**src/rtl/c4_pkg.sv**
```systemverilog
// Shared Connect-4 board constants, piece codes and direction/state types.
// Imported by the win checker FSM and its coordinate stepper.
package c4_pkg;

  localparam int ROWS    = 8;
  localparam int COLS    = 8;
  localparam int WIN_LEN = 4;

  typedef logic [1:0] piece_t;

  localparam piece_t EMPTY = 2'b00;
  localparam piece_t P1    = 2'b01;
  localparam piece_t P2    = 2'b10;

  typedef enum logic [1:0] {
    DIR_H,
    DIR_V,
    DIR_D,
    DIR_A
  } dir_e;

  typedef enum logic [2:0] {
    IDLE,
    SCAN_POS,
    SCAN_NEG,
    NEXT_DIR,
    DONE
  } state_e;

endpackage

```
**src/rtl/c4_dir_step.sv**
```systemverilog
// Stepped board coordinate (last +/- step*d) with on-board flag.
// 4-bit signed math: anything past 7 wraps negative, so bit 3 flags off-board.
module c4_dir_step
  import c4_pkg::*;
(
  input  logic [2:0] row,
  input  logic [2:0] col,
  input  dir_e       dir,
  input  logic [1:0] step,
  input  logic       sign,
  output logic [2:0] out_row,
  output logic [2:0] out_col,
  output logic       on_board
);

  logic signed [3:0] s;
  logic signed [3:0] dr;
  logic signed [3:0] dc;
  logic signed [3:0] r;
  logic signed [3:0] c;

  assign s = sign ? -$signed({2'b00, step})
                  :  $signed({2'b00, step});

  always_comb begin
    dr = 4'sd0;
    dc = 4'sd0;
    unique case (1'b1)
      dir == DIR_H: dc = 4'sd1;
      dir == DIR_V: dr = 4'sd1;
      dir == DIR_D: begin
        dr = 4'sd1;
        dc = 4'sd1;
      end
      dir == DIR_A: begin
        dr = 4'sd1;
        dc = -4'sd1;
      end
    endcase
  end

  assign r = $signed({1'b0, row}) + s * dr;
  assign c = $signed({1'b0, col}) + s * dc;

  assign out_row  = r[2:0];
  assign out_col  = c[2:0];
  assign on_board = ~r[3] & ~c[3];

endmodule

```
**config.mk**
```make
export PLATFORM = sky130hd
export DESIGN_NAME = c4_dir_step
export DESIGN_NICKNAME = d
export VERILOG_FILES = /design/src/rtl/c4_pkg.sv /design/src/rtl/c4_dir_step.sv
export SDC_FILE = /design/constraint.sdc
export NUM_CORES = 1
export LEC_CHECK = 0
export CAP_MARGIN = 20
export CELL_PAD_IN_SITES_DETAIL_PLACEMENT = 2
export CELL_PAD_IN_SITES_GLOBAL_PLACEMENT = 2
export CORE_AREA = 2 2 39 41
export DETAILED_ROUTE_END_ITERATION = 7
export DIE_AREA = 0 0 41 43
export DONT_BUFFER_PORTS = 1
export PLACE_DENSITY = 0.7
export SYNTH_ARGS = -nofsm -noshare
export SYNTH_HDL_FRONTEND = slang
export SYNTH_SLANG_ARGS = --single-unit
```
**constraint.sdc**
```tcl
create_clock -name vclk -period 8.4
set_clock_uncertainty 0.1 [all_clocks]
set_input_delay 1.26 -clock vclk [all_inputs]
set_output_delay 1.26 -clock vclk [all_outputs]
set_load 0.03 [all_outputs]
```
==> results by group <==
Global routing
  • Number of global-route vias before repair: ~310
  • Initial antenna violation count: 0
  • All-layer global routing usage: roughly a tenth
  • Largest net degree at the start of global routing: 6
  • Overflow left after global routing: 0
  • First-pass GRT wire length: 1304 um

Place
  • Final HPWL DP: between 700 and 800 um
  • Pre-CTS setup slack: 2.281 ns
  • Global placer's final weighted congestion: between 0.7 and 0.8
  • Input/output buffers: 0

Logic synthesis
  • Syn Area/Cell: around 8.6 um2
  • Mapped Cells: 44
  • Area contributors post-synth: ha_1, fa_1, xnor2_1
  • Net Count, Synth: just under 70
  • Count of cell types in the netlist: 14
  • Netlist Area Pre-Place: 379.1 um2
  • Synth top area share: 36.30%
  • Post-synth top area cell: ha_1
  • Ys Warns: 0
  • Register area share after synthesis: 0%

STA
  • Final setup viols: 0
  • Setup ws final: 2.350 ns
  • Final Cycle Share: 72.02%
  • Tightest Pin Transition: 0.6759 ns
  • Relative slew slack: 53.65%
  • Final Hold Slack: 2.692 ns
  • Post-route minimum period: slightly above 6 ns
  • Final Max Tran Viols: 0
  • Hold Violations, Final: 0
  • F_max: 0.1653 GHz
  • Setup TNS: 0 ns
  • RSZ-0062 raised after global routing: false

Routing
  • Number of DRC markers in iteration 0: 2
  • WL/cell: 13.38 um
  • Via count: 305
  • # DRC: 0
  • Final ANT Viol Nets: 0
  • Drt pass-1 iters: 3
  • Via density: 5.083
  • Final WL: 803 um

Floorplanning
  • Core footprint: 0.001384 mm2
  • Rows: 14
  • Number of primary I/O pins: 18
  • Die height: 43 um
  • Die Wd: 41 um
  • DIE AREA: about 0.0018 mm2
  • Starting density of the core: 27.40%

Worst setup path
  • Worst EP required: 7.04 ns
  • Critical path arrival: 4.69 ns
  • Crit path launch type: input pin
  • Worst path slowest cell: mux2i_1
  • CP Class: in -> out
  • Max incr delay on CP: 0.62 ns
  • Critical Path Fanout Max: 4
  • CP Capture Type: output pin
  • CP cell instances: inv_1, ha_1, mux2i_1, nor2_1, ha_1, ha_1, fa_1, fa_1, xnor2_1, xnor2_1, xnor2_1, mux2i_1

CTS
  • CTS resizes: 0
  • Hold buffer count at cts: 0
  • Post-CTS Setup Repair Bufs: 0

Pwr
  • Worst vdd ir: approximately 0.034 mV
  • P_leak: 0.2040 nW
  • P per Cell Area: 121.0 mW/mm2

Finish
  • Area Overhead vs Synth: 5.280%
  • Reg area: 0 um2
  • Proportion of layout cells with a drive suffix above 1: 0%
  • N_diodes: 0
  • CLK BUF: 0
  • Final nets: 71
  • Seq Cell Count: 0

Min path
  • Worst Hold Class: in -> out

Flow run
  • Max_cap viols: 0

Run status
  • Status: finished, final reports clean
==> through the flow <==
stage               instances  power [mW]  area (um2)  util, %
floorplan                  44     0.04396       379.1        -
global placement           60     0.04750       399.1    28.84
detailed placement         60     0.04947       399.1    28.84
CTS                        60     0.04971       399.1    28.84
global route               60     0.05321       399.1    28.84
finish                     60     0.04831       399.1    28.84
==> cells in the final DEF (no fill, tap or decap), drive strengths merged <==
master	synthesis	routed
ha	11	11
nor2	9	9
xnor2	6	6
inv	4	4
fa	3	3
nand2b	2	2
mux2i	2	2
nand2	1	1
nor2b	1	1
xor2	1	1
o22ai	1	1
a31o	1	1
o21ai	1	1
or3b	1	1
==> final cells by class <==
| class | count | area (um2) |
|---|---|---|
| inverter | 4 | 15.01 |
| fill | 162 | 984.7 |
| tap | 16 | 20.02 |
| multi-input combinational | 40 | 364.1 |
==> synthesized netlist by cell type, drive strengths merged <==
cell     n
inv      4
fa       3
o22ai    1
nand2b   2
nor2     9
mux2i    2
a31o     1
or3b     1
nand2    1
xnor2    6
nor2b    1
ha      11
o21ai    1
xor2     1
==> critical path, delay by kind of cell <==
kind / cells / cell delay (ns)
xor gates and xnor gates: 3 / 0.50
buffers and inverters: 1 / 0.07
and+or+nand+nor: 1 / 0.08
muxes: 2 / 0.89
adders and majority gates: 5 / 1.90
==> power breakdown <==
part / leakage (nW) / internal, mW / switching [mW]
Sequential: 0 / 0 / 0
Combinational: 0.204 / 0.0172 / 0.0311
Clock: 0 / 0 / 0
Total: 0.204 / 0.0172 / 0.0311
==> path summary, 6_finish.rpt <==
check / start / endpoint / cells after the start
max: step[0] / on_board / 12
min: row[0] / out_row[0] / 1
==> metal layers <==
metal,GRT usage [%],routed length [um],up-vias
li1,-,-,147
met1,11.50,289,146
met2,20.63,451,12
met3,1.571,62,0
met4,0,0,0
met5,0,0,-
==> kinds of logic after synthesis <==
group / synth area share, %
adders and majority gates: 52.15
muxes: 5.281
buffers and inverters: 3.959
and+or+nand+nor: 17.16
AOI/OAI and AO/OA: 5.281
xor gates and xnor gates: 16.17
No activity file was read; power rests on OpenSTA's default activity.
